<file path="src/rtl/i2s_deserialize_if.sv">
// Sample-side port of the I2S receiver: one captured word with its channel tag,
// a valid/ready handshake and two sticky error flags.
interface i2s_deserialize_if #(
    parameter int unsigned bit_depth = 18
);
    logic [bit_depth-1:0] sample_data;
    logic                 sample_channel;
    logic                 sample_valid;
    logic                 sample_ready;
    logic                 overrun;
    logic                 frame_err;

    modport master (
        output sample_data,
        output sample_channel,
        output sample_valid,
        output overrun,
        output frame_err,
        input  sample_ready
    );

    modport slave (
        input  sample_data,
        input  sample_channel,
        input  sample_valid,
        input  overrun,
        input  frame_err,
        output sample_ready
    );
endinterface

</file>
<file path="src/rtl/i2s_deserialize.sv">
// I2S receiver on BCLK: aligns to LRCLK edges, shifts SD in MSB-first with the
// one-BCLK I2S delay and presents each word with its channel on a valid/ready port.
module i2s_deserialize #(
    parameter int unsigned bit_depth = 18
) (
    input  logic              BCLK,
    input  logic              RST,
    input  logic              LRCLK,
    input  logic              SD,
    i2s_deserialize_if.master bus
);
    localparam int unsigned CNT_W = $clog2(bit_depth);
    localparam int unsigned SH_W  = bit_depth - 1;

    typedef enum logic [1:0] {
        SYNC  = 2'd0,
        SHIFT = 2'd1,
        WAIT  = 2'd2
    } state_t;

    state_t               state_q, state_d;
    logic [CNT_W-1:0]     cnt_q, cnt_d;
    logic [SH_W-1:0]      shift_q, shift_d;
    logic                 chan_q, chan_d;
    logic                 lr_d_q;
    logic [bit_depth-1:0] data_q, data_d;
    logic                 ochan_q, ochan_d;
    logic                 valid_q, valid_d;
    logic                 overrun_q, overrun_d;
    logic                 ferr_q, ferr_d;
    logic                 lr_edge_c;
    logic                 done_c;

    // Next-state and output-register logic; the LSB completes the word on the same edge it is sampled.
    always_comb begin
        state_d   = state_q;
        cnt_d     = cnt_q;
        shift_d   = shift_q;
        chan_d    = chan_q;
        data_d    = data_q;
        ochan_d   = ochan_q;
        valid_d   = valid_q;
        overrun_d = overrun_q;
        ferr_d    = ferr_q;
        lr_edge_c = (LRCLK != lr_d_q);
        done_c    = (state_q == SHIFT) && (cnt_q == CNT_W'(bit_depth - 1));

        case (state_q)
            SYNC: begin
                if (lr_edge_c) begin
                    state_d = SHIFT;
                    cnt_d   = '0;
                    chan_d  = LRCLK;
                end
            end
            SHIFT: begin
                shift_d = SH_W'({shift_q, SD});
                if (lr_edge_c) begin
                    // A word cut short by a new slot is discarded and flagged.
                    state_d = SHIFT;
                    cnt_d   = '0;
                    chan_d  = LRCLK;
                    if (!done_c) begin
                        ferr_d = 1'b1;
                    end
                end else if (done_c) begin
                    state_d = WAIT;
                end else begin
                    cnt_d = cnt_q + CNT_W'(1);
                end
            end
            WAIT: begin
                if (lr_edge_c) begin
                    state_d = SHIFT;
                    cnt_d   = '0;
                    chan_d  = LRCLK;
                end
            end
            default: begin
                state_d = SYNC;
            end
        endcase

        if (valid_q && bus.sample_ready) begin
            valid_d = 1'b0;
        end
        if (done_c) begin
            if (!valid_q || bus.sample_ready) begin
                data_d  = {shift_q, SD};
                ochan_d = chan_q;
                valid_d = 1'b1;
            end else begin
                overrun_d = 1'b1;
            end
        end
    end

    always_ff @(posedge BCLK) begin
        if (RST) begin
            state_q   <= SYNC;
            cnt_q     <= '0;
            shift_q   <= '0;
            chan_q    <= 1'b0;
            lr_d_q    <= LRCLK;
            data_q    <= '0;
            ochan_q   <= 1'b0;
            valid_q   <= 1'b0;
            overrun_q <= 1'b0;
            ferr_q    <= 1'b0;
        end else begin
            state_q   <= state_d;
            cnt_q     <= cnt_d;
            shift_q   <= shift_d;
            chan_q    <= chan_d;
            lr_d_q    <= LRCLK;
            data_q    <= data_d;
            ochan_q   <= ochan_d;
            valid_q   <= valid_d;
            overrun_q <= overrun_d;
            ferr_q    <= ferr_d;
        end
    end

    assign bus.sample_data    = data_q;
    assign bus.sample_channel = ochan_q;
    assign bus.sample_valid   = valid_q;
    assign bus.overrun        = overrun_q;
    assign bus.frame_err      = ferr_q;
endmodule

</file>
<file path="src/flat_wrapper.sv">
// flat-port wrapper written by rule: the top's interface ports become plain ports
module i2s_deserialize_flat 
#(
    parameter int unsigned bit_depth = 18
)
  (BCLK, RST, LRCLK, SD, bus_sample_data, bus_sample_channel, bus_sample_valid, bus_overrun, bus_frame_err, bus_sample_ready);
  i2s_deserialize_if #(.bit_depth(bit_depth)) bus_i ();
  input  logic BCLK;
  input  logic RST;
  input  logic LRCLK;
  input  logic SD;
  output wire logic [$bits(bus_i.sample_data)-1:0] bus_sample_data;
  output wire logic [$bits(bus_i.sample_channel)-1:0] bus_sample_channel;
  output wire logic [$bits(bus_i.sample_valid)-1:0] bus_sample_valid;
  output wire logic [$bits(bus_i.overrun)-1:0] bus_overrun;
  output wire logic [$bits(bus_i.frame_err)-1:0] bus_frame_err;
  input wire logic [$bits(bus_i.sample_ready)-1:0] bus_sample_ready;
  assign bus_sample_data = bus_i.sample_data;
  assign bus_sample_channel = bus_i.sample_channel;
  assign bus_sample_valid = bus_i.sample_valid;
  assign bus_overrun = bus_i.overrun;
  assign bus_frame_err = bus_i.frame_err;
  assign bus_i.sample_ready = bus_sample_ready;
  i2s_deserialize #(.bit_depth(bit_depth)) u_core (.BCLK(BCLK), .RST(RST), .LRCLK(LRCLK), .SD(SD), .bus(bus_i));
endmodule
</file>
<file path="config.mk">
export PLATFORM = sky130hd
export DESIGN_NAME = i2s_deserialize_flat
export DESIGN_NICKNAME = d
export VERILOG_FILES = /design/src/rtl/i2s_deserialize_if.sv /design/src/rtl/i2s_deserialize.sv /design/src/flat_wrapper.sv
export SDC_FILE = /design/constraint.sdc
export NUM_CORES = 1
export LEC_CHECK = 0
export BUFFER_PORTS_ARGS = -buffer_cell sky130_fd_sc_hd__buf_2
export CORE_MARGIN = 5
export CORE_UTILIZATION = 49
export CTS_CLUSTER_SIZE = 40
export DETAILED_ROUTE_END_ITERATION = 8
export PLACE_DENSITY_LB_ADDON = 0.08
export SLEW_MARGIN = 20
export SYNTH_ARGS = -nofsm -noshare
export SYNTH_HDL_FRONTEND = slang
export SYNTH_SLANG_ARGS = --single-unit
</file>
<file path="constraint.sdc">
create_clock -name BCLK -period 1.5 [get_ports BCLK]
set_input_delay 0.3 -clock BCLK [delete_from_list [all_inputs] [get_ports BCLK]]
set_output_delay 0.3 -clock BCLK [all_outputs]
set_load 0.01 [all_outputs]
</file>
; ---- Word-level counts from Yosys, hierarchy flattened
; Cells that the tools add are included.
[word_totals]
input_bits = 5
reg_bits = 48
output_inout_bits = 22
wordCells = 45
[classes]
n_mux = 11
eq_ne = 7
reduce_logical = 14
bitwise_logic = 2
add_sub_neg = 1
[op_table]
columns = cell, n
row1 = $mux 5, 3
row2 = $pmux 5 s2, 1
row3 = $reduce_and 2->1, 4
row4 = $mux 2, 3
row5 = $reduce_and 3->1, 2
row6 = $add 5x1->5 const B, 1
row7 = $eq 5x5->1 const B, 1
row8 = $pmux 2 s2, 1
row9 = $mux 1, 3
row10 = $ne 3x1->1 const B, 1
row11 = $ne 3x2->1 const B, 1
row12 = $reduce_or 3->1, 1
row13 = $eq 2x1->1 const B, 1
row14 = $eq 2x2->1 const B, 1
row15 = $logic_and 1x1->1, 2
row16 = $logic_not 2->1, 1
row17 = $ne 2x1->1 const B, 1
row18 = $not 1->1, 2
row19 = $reduce_bool 2->1, 1
row20 = $reduce_or 2->1, 1
row21 = $logic_not 1->1, 1
row22 = $logic_or 1x1->1, 1
row23 = $ne 1x1->1, 1

; ---- Logic depth before layout (Yosys ltp)
; Gate-level depths: netlist of the first run.
[logic_depth]
ltp_word = 5
mapped_depth = 7
ltp_nobuf = 6

; ---- Worst setup path after synthesis of the first run
; Ideal clock, no wire load.
[synth_path]
kind = register -> register
startpoint = register u_core.cnt_q[1]
endpoint = register u_core.data_q[2] (netlist: u_core.bus.sample_data[2])
stages_incl_launch_ff = 8
arrival_ns = 1.472
required_time_ns = 1.429
path_buffers = 1
setup_slack_ns = -0.042
synth_period_minus_slack_ns = 1.542
setup_time_ns = 0.071
path_cell_list = dfxtp_1 > inv_1 > ha_1 > and4bb_2 > nand3_2 > clkbuf_1 > nand2_1 > a21oi_1
[synth_between]
elab_chain_len = 3
[synth_lines]
columns = element, line
row1 = from (decl), i2s_deserialize.sv:22  ; logic [CNT_W-1:0] cnt_q, cnt_d;
row2 = from (signal assigned), i2s_deserialize.sv:112  ; cnt_q <= cnt_d;
row3 = $eq 5x5->1, i2s_deserialize.sv:46  ; done_c = (state_q == SHIFT) && (cnt_q == CNT_W'(bit_depth - 1));
row4 = $logic_and 1x1->1, i2s_deserialize.sv:46
row5 = $reduce_and 2->1 (no line), -
row6 = to (signal assigned), i2s_deserialize.sv:116  ; data_q <= data_d;
row7 = to (decl), i2s_deserialize.sv:26  ; logic [bit_depth-1:0] data_q, data_d;
; Every way passes these cells.
; A chain may end at the register's enable or synchronous reset.

; ---- Worst setup path after layout of the first run
[layout_path]
startpoint = register u_core.cnt_q[1]
endpoint = register u_core.cnt_q[2]
[layout_between]
elab_chain_len = 4
word_cells_on_any_way = 8
cone_classes = add/sub (1) / eq/ne (2) / mux (3) / reduce/logical (2)
[layout_lines]
columns = element, line
row1 = $add 5x1->5 or $eq 5x5->1 (tied branches), "i2s_deserialize.sv:69, i2s_deserialize.sv:46"
row2 = $mux 5 or $logic_and 1x1->1 (tied branches), "i2s_deserialize.sv:66, i2s_deserialize.sv:46"
row3 = $mux 5 or $ne 3x2->1 (tied branches), -
row4 = $pmux 5 s2 or $reduce_and 3->1 (tied branches), -
; Parallel ways exist; a longest one is shown, timed or not. The select of a mux whose other input is x is not followed.

==> results.md, run 1 <==
- CTS tree: done
- FF-to-FF End: u_core.cnt_q[2]$_SDFFE_PP0P_
- Clock skew: between 8 and 9 ps
- # nets final: ~260
- Post-synthesis mux area share: 0.00551
- DR vias/cell: 5.10
- Mapped cell area: ~0.0018 mm^2
- Final setup viols: 0
- Rows: 22
- HP Start: LRCLK
- First-pass GRT wire length: 6490 um
- Iter 0 DRT Violations: 77
- Die width: between 70 and 80 um
- Post-DP Area: roughly 0.0021 mm^2
- Share of cells above drive strength 1: 0.224
- Syn. warnings: 0
- Worst hold path type: in2reg
- Reg2reg start: u_core.cnt_q[1]$_SDFFE_PP0P_
- Vias after detailed routing: about 1500
- Flop pwr share: 0.530
- Register area share after synthesis: 0.529
- Slew Limit Fails: 0
- Initial Utilization: 0.500
- Final Cycle Share: 0.951
- Slew HR: 0.763
- Cts bufs inserted: 5
- Largest net degree at the start of global routing: 24
- Number of global-route vias before repair: 1512
- Clock Pin Slew Worst Setup and Hold Paths: around 80 ps
- Worst-margin pin slew: 356 ps
- Post-synthesis register bit count: 48
- R2r setup slk: roughly 73 ps
- Crit path from: u_core.cnt_q[1]$_SDFFE_PP0P_
- Ys flop type: dfxtp_1
- Sw Ratio: 0.209
- Clk pwr share: 0.406
- Post-synth cell types: 32
- WP buf/inv: 2
- Clock sinks: 48
- Critical path required time: around 1700 ps
- CP Capture Type: flip-flop
- Avg Cell Area, Syn: 8.33 um^2
- Setup CP Type: reg2reg
- # IOs: 27
- # fillers: about 340
- Sequential cell area: ~960 um^2
- CP top delay family: compound AO/OA/AOI/OAI gates
- Drt drc: 0
- Synth Area in Compound Gates: 0.145
- # hold bufs at CTS: 0
- PortBufs: 26
- Hpwl dp: about 2700 um
- N_diodes: 0
- Leak: around 0.84 nW
- Root buffer cell: clkbuf_8
- Final Util: 0.616
- Post-Synth Simple-Gate Area: 0.263
- Pwr per Cell Area: 1090 mW/mm^2
- Die area: approximately 0.0050 mm^2
- Hold worst-path end: u_core.lr_d_q$_DFF_P_
- Worst setup SP type: flip-flop
- Post-Synth XOR/XNOR Area: 0.0138
- Maximum VDD drop: around 690 uV
- Crit Path Max Fanout: 6
- Longest Clk Path Bufs: 2
- Antenna violations before repair: 0
- Post-layout instance area: between 0.002 and 0.0025 mm^2
- Clk_lat worst skew: 290 ps
- Psw: 0.000511 W
- CP Data Arrival Time: ~1700 ps
- Worst path slowest cell: dfxtp_2
- Cells after Synth: ~220
- Final WL: 3650 um
- Post-synth ARST share: 0
- Fin Setup TNS: 0 ps
- Post-route ant nets: 0
- Status: completed
- Placeable Area: 0.00363 mm^2
- Register-to-Register Path Depth: 7
- Routed length per placed instance: approximately 12 um
- CP cell instances: inv_1 > ha_4 > nand4bb_4 > a22oi_2 > buf_6 > o21ai_0 > a21oi_1
- Global route total overflow: 0
- Main combinational cell family by area after synthesis: simple AND/OR/NAND/NOR gates
- Synth Area in Adders: 0.0138
- Combinational Power Share: 0.064
- Internal Power: approximately 0.0019 W
- Tot GR Track Use: 0.157
- Max-cap violations: 0
- Die height: 70.9 um
- Synth-to-layout area growth: 23.2%
- Area of the multi-input gates: between 800 and 900 um^2
- CP peak stage delay: about 330 ps
- H-tree levels: 2
- GPL Wtd Cong: between 0.8 and 0.9
- Placed Cells: 294
- F_max: roughly 0.70 GHz
- Synthesized net count: 225
- Final hold vios: 0
- Tmin final: 1430 ps
- DR pass1 iterations: 4
- Finished Layout Cells: 303
- EDFF count, synth: 0
- WHS Path Cells: 1
-- repair_timing --
action	CTS	global route
resized for setup	0	6
setup endpoints to repair	0	17
buffers inserted	0	1
-- cell usage after synthesis, types with 2 or more instances --
cell type,number,area share
nand2b_1,4,0.014
o21ai_0,2,0.0055
a21oi_1,41,0.11
nand3_1,2,0.0055
a31oi_1,3,0.010
nor2_1,7,0.014
buf_2,2,0.0055
dfxtp_1,48,0.53
ha_1,2,0.014
nand2_1,79,0.16
clkbuf_1,7,0.014
-- per-stage QoR --
stage | worst slack [ps] | power (W) | hold slack [ps]
after floorplan | 25.5 | 0.00141 | 328
after global placement | 76.9 | 0.00147 | 439
after detailed placement | 44.6 | 0.00148 | 444
after CTS | 7.03 | 0.00246 | 194
after global routing | -6.57 | 0.00255 | 195
final | 73.1 | 0.00245 | 203
-- flip-flops by register name (all words and copies together) (netlist names) --
register                   count
u_core.bus.sample_valid        1
u_core.bus.sample_data        18
u_core.lr_d_q                  1
u_core.chan_q                  1
u_core.state_q                 2
u_core.bus.overrun             1
u_core.shift_q                17
u_core.bus.sample_channel      1
u_core.cnt_q                   5
u_core.bus.frame_err           1
-- power by group through the flow --
stage	combinational, W	clock [W]	sequential [W]
after floorplan	0.0000864	0	0.00133
after global placement	0.000146	0	0.00133
after detailed placement	0.000150	0	0.00133
after CTS	0.000151	0.00101	0.00130
after global routing	0.000172	0.00108	0.00130
final	0.000156	0.000995	0.00130
-- cells by family after synthesis --
group / count (synthesis)
and+or+nand+nor: 104
AOI/OAI and AO/OA: 49
DFF: 48
buffers and inverters: 12
xor gates and xnor gates: 2
adders and majority gates: 2
muxes: 1
-- metal layers --
metal	up-vias	part of all wire	wire, um	track usage
met3	2	0.035	126	0.0327
li1	796	-	-	-
met1	720	0.45	1650	0.185
met5	-	0	0	0
met2	26	0.51	1850	0.274
met4	0	0.0047	17	0.0689
-- final cells by class --
| class | count | share of cell area |
|---|---|---|
| well taps | 48 | 0.0268 |
| inverters | 1 | 0.00168 |
| repair buffers | 40 | 0.120 |
| flip-flops and latches | 48 | 0.430 |
| clock inverters | 1 | 0.0134 |
| clock buffers | 7 | 0.0431 |
| multi-input cells | 158 | 0.365 |
-- worst max path at each step --
stage,to,slack [ps],cells after the start
CTS,u_core.cnt_q[2]$_SDFFE_PP0P_,7,7
floorplan,u_core.cnt_q[4]$_SDFFE_PP0P_,30,6
detailed placement,u_core.cnt_q[4]$_SDFFE_PP0P_,40,7
global route,u_core.cnt_q[4]$_SDFFE_PP0P_,-7,7
finish,u_core.cnt_q[2]$_SDFFE_PP0P_,70,7
global placement,u_core.cnt_q[4]$_SDFFE_PP0P_,80,7
-- cells in the final DEF, fill, tap and decap left out, types with 2 or more instances in the layout --
master | netlist | routed
nor2_1 | 7 | 7
a31oi_1 | 3 | 3
a21oi_1 | 41 | 41
buf_6 | 1 | 2
clkbuf_8 | 0 | 7
nand2_1 | 79 | 79
nand2b_1 | 4 | 4
nand3_1 | 2 | 2
buf_4 | 0 | 10
dfxtp_1 | 48 | 47
buf_12 | 0 | 2
o21ai_0 | 2 | 2
buf_2 | 2 | 26
Note: power is estimated with default switching activity, not from simulation.
==> run 2: changes to the inputs <==
SETUP_SLACK_MARGIN = 0.15   (was not set)
==> run 2 against run 1 <==
Compared with the run above: cell count fell by 0.33%; critical path depth fell by 2; clock skew is 2.0 ps lower.
==> results.md, run 2 (synthesis gave the netlist of run 1 again) <==
- Worst setup SP type: flip-flop
- Combinational Power Share: 0.073 (+0.009)
- Maximum VDD drop: 680 uV (-2.0%)
- Psw: 0.000512 W (+0.12%)
- CTS tree: done
- # fillers: 327 (-4.9%)
- DR pass1 iterations: 4 (unchanged)
- Most common cell after layout, fill and taps aside: nand2_1
- Synth-to-layout area growth: 26.4%
- Worst-margin pin slew: 518 ps (+161 ps)
- WHS Path Cells: 1 (unchanged)
- Cts bufs inserted: 5 (unchanged)
- Tot GR Track Use: 0.165 (+0.00797)
- Vias after detailed routing: 1586 (+2.7%)
- WL met1: 1730 um (+4.7%)
- F_max: 0.729 GHz (+4.0%)
- Setup CP Type: reg2reg
- Reg2reg start: u_core.cnt_q[0]$_SDFFE_PP0P_
- Final Cycle Share: 0.915 (-0.0362)
- Flop pwr share: 0.556 (+0.026)
- Clock skew: 6.57 ps (-2.03 ps)
- Clock sinks: 48 (unchanged)
- Slew Limit Fails: 0 (unchanged)
- Commonest cells after routing, fill and taps aside: nand2_1, dfxtp_1, a21oi_1
- Post-layout instance area: 0.00229 mm^2 (+2.6%)
- FF-to-FF End: u_core.bus.sample_data[9]$_SDFFE_PP0P_
- PortBufs: 26 (unchanged)
- Placeable Area: 0.00363 mm^2 (unchanged)
- Worst hold path type: in2reg
- Max reg flops: 18 (unchanged)
- Number of global-route vias before repair: 1446 (-4.4%)
- Drt drc: 0 (unchanged)
- WL met2: 2050 um (+11%)
- HP Start: LRCLK
- R2r setup slk: 130 ps (+50 ps)
- Sw Ratio: 0.218 (+0.00954)
- Post-route ant nets: 0 (unchanged)
- Slew HR: 0.655 (-0.108)
- Die width: 70.9 um (unchanged)
- Die area: 0.00502 mm^2 (unchanged)
- Global route total overflow: 0 (unchanged)
- Iter 0 DRT Violations: 135 (+75%)
- Antenna violations before repair: 0 (unchanged)
- Post-DP Area: 0.00204 mm^2 (-1.7%)
- Clk pwr share: 0.372 (-0.034)
- Final setup viols: 0 (unchanged)
- Fin Setup TNS: 0 ps (unchanged)
- Final hold vios: 0 (unchanged)
- Max-cap violations: 0 (unchanged)
- H-tree levels: 2 (unchanged)
- CP Capture Type: flip-flop
- GPL Wtd Cong: 0.865 (-0.22%)
- Register-to-Register Path Depth: 5 (-2)
- # IOs: 27 (unchanged)
- Final hold slack: 211 ps (+7.40 ps)
- Clock Pin Slew Worst Setup and Hold Paths: 80 ps (about the same)
- DR vias/cell: 5.25 (+3.1%)
- Final WL: 4060 um (+11%)
- Root buffer cell: clkbuf_8
- Rows: 22 (unchanged)
- Status: completed
- Routed length per placed instance: 13.4 um (+12%)
- Initial Utilization: 0.500 (unchanged)
- First-pass GRT wire length: 6670 um (+2.8%)
- Die height: 70.9 um (unchanged)
- Share of cells above drive strength 1: 0.272 (+0.0481)
- RSZ-0062 raised after global routing: true
- Hold worst-path end: u_core.lr_d_q$_DFF_P_
- Pwr per Cell Area: 1020 mW/mm^2 (-6.7%)
- Tmin final: 1370 ps (-54.4 ps)
- Internal Power: 0.00183 W (-5.4%)
- Longest Clk Path Bufs: 2 (unchanged)
- Clk_lat worst skew: 300 ps (about the same)
- Top sig layer: met4
- Total power: 0.00234 W (-4.3%)
- N_diodes: 0 (unchanged)
- # hold bufs at CTS: 0 (unchanged)
- Hpwl dp: 2570 um (-2.9%)
- Crit path from: u_core.cnt_q[0]$_SDFFE_PP0P_
- Met3 Wirelength: 181 um (+44%)
- Leak: 0.818 nW (-2.9%)
- Critical path required time: 1680 ps (-40 ps)
- CP Data Arrival Time: 1550 ps (-100 ps)
- Largest net degree at the start of global routing: 18 (-25%)
- # nets final: 262 (+0.38%)
- Crit Path Max Fanout: 7 (+1)
==> run 2: changes by cell type in the layout (fill, tap and decap cells not counted), moves of 3 or more <==
cell	before	now
buf_4	10	7
buf_6	2	5
dfxtp_1	47	44
nand2_2	0	6
nand2_1	79	73
nand3_4	0	4
==> run 2: power groups by stage <==
stage	clock network (W)	registers (W)	logic, W
floorplan	0	0.00133	0.0000901
global placement	0	0.00133	0.000134
detailed placement	0	0.00133	0.000137
CTS	0.000887	0.00130	0.000152
global route	0.000947	0.00130	0.000188
finish	0.000871	0.00130	0.000170
==> run 2: metrics by stage <==
stage                     instances  utilization  setup WS, ps
after floorplan                 218            -           135
after global placement          289        0.562          77.9
after detailed placement        289        0.562          21.8
after CTS                       298        0.611           142
after global routing            302        0.632          60.8
final                           302        0.632           127
==> run 2: timing repair <==
item,4_1_cts,5_1_grt
cloned,2,1
resized for setup,11,14
pin swaps,3,20
setup buffers,1,3
endpoints found under the setup margin,24,38
==> run 2: final cells by class <==
cell class              instances  area, um^2  area share
inverters                       1        3.75     0.00164
clock inverters                 1        30.0      0.0131
well taps                      48        60.1      0.0262
flip-flops and latches         48         968       0.422
clock buffers                   5        68.8      0.0300
multi-input cells             161         925       0.403
repair buffers                 38         239       0.104
==> run 2: worst max-delay path, stage by stage, from the launching register on <==
cell and delay, ps:
dfxtp_4 380, ha_4 160, and4bb_4 390, nand3_4 160, nand2_1 110, a21oi_1 60
==> run 2: layer usage <==
metal  vias to the layer above  global-route usage
met5                         -                   0
met4                         0              0.0605
met3                         9              0.0540
met2                        33               0.274
met1                       747               0.199
li1                        797                   -
==> run 2: worst max-delay path by stage <==
stage / to / slack, ps
3_3_place_gp: u_core.cnt_q[4]$_SDFFE_PP0P_ / 80
6_report: u_core.bus.sample_data[9]$_SDFFE_PP0P_ / 130
5_1_grt: u_core.cnt_q[2]$_SDFFE_PP0P_ / 60
2_1_floorplan: u_core.bus.sample_data[2]$_SDFFE_PP0P_ / 130
3_5_place_dp: u_core.cnt_q[2]$_SDFFE_PP0P_ / 20
4_1_cts: u_core.cnt_q[2]$_SDFFE_PP0P_ / 140
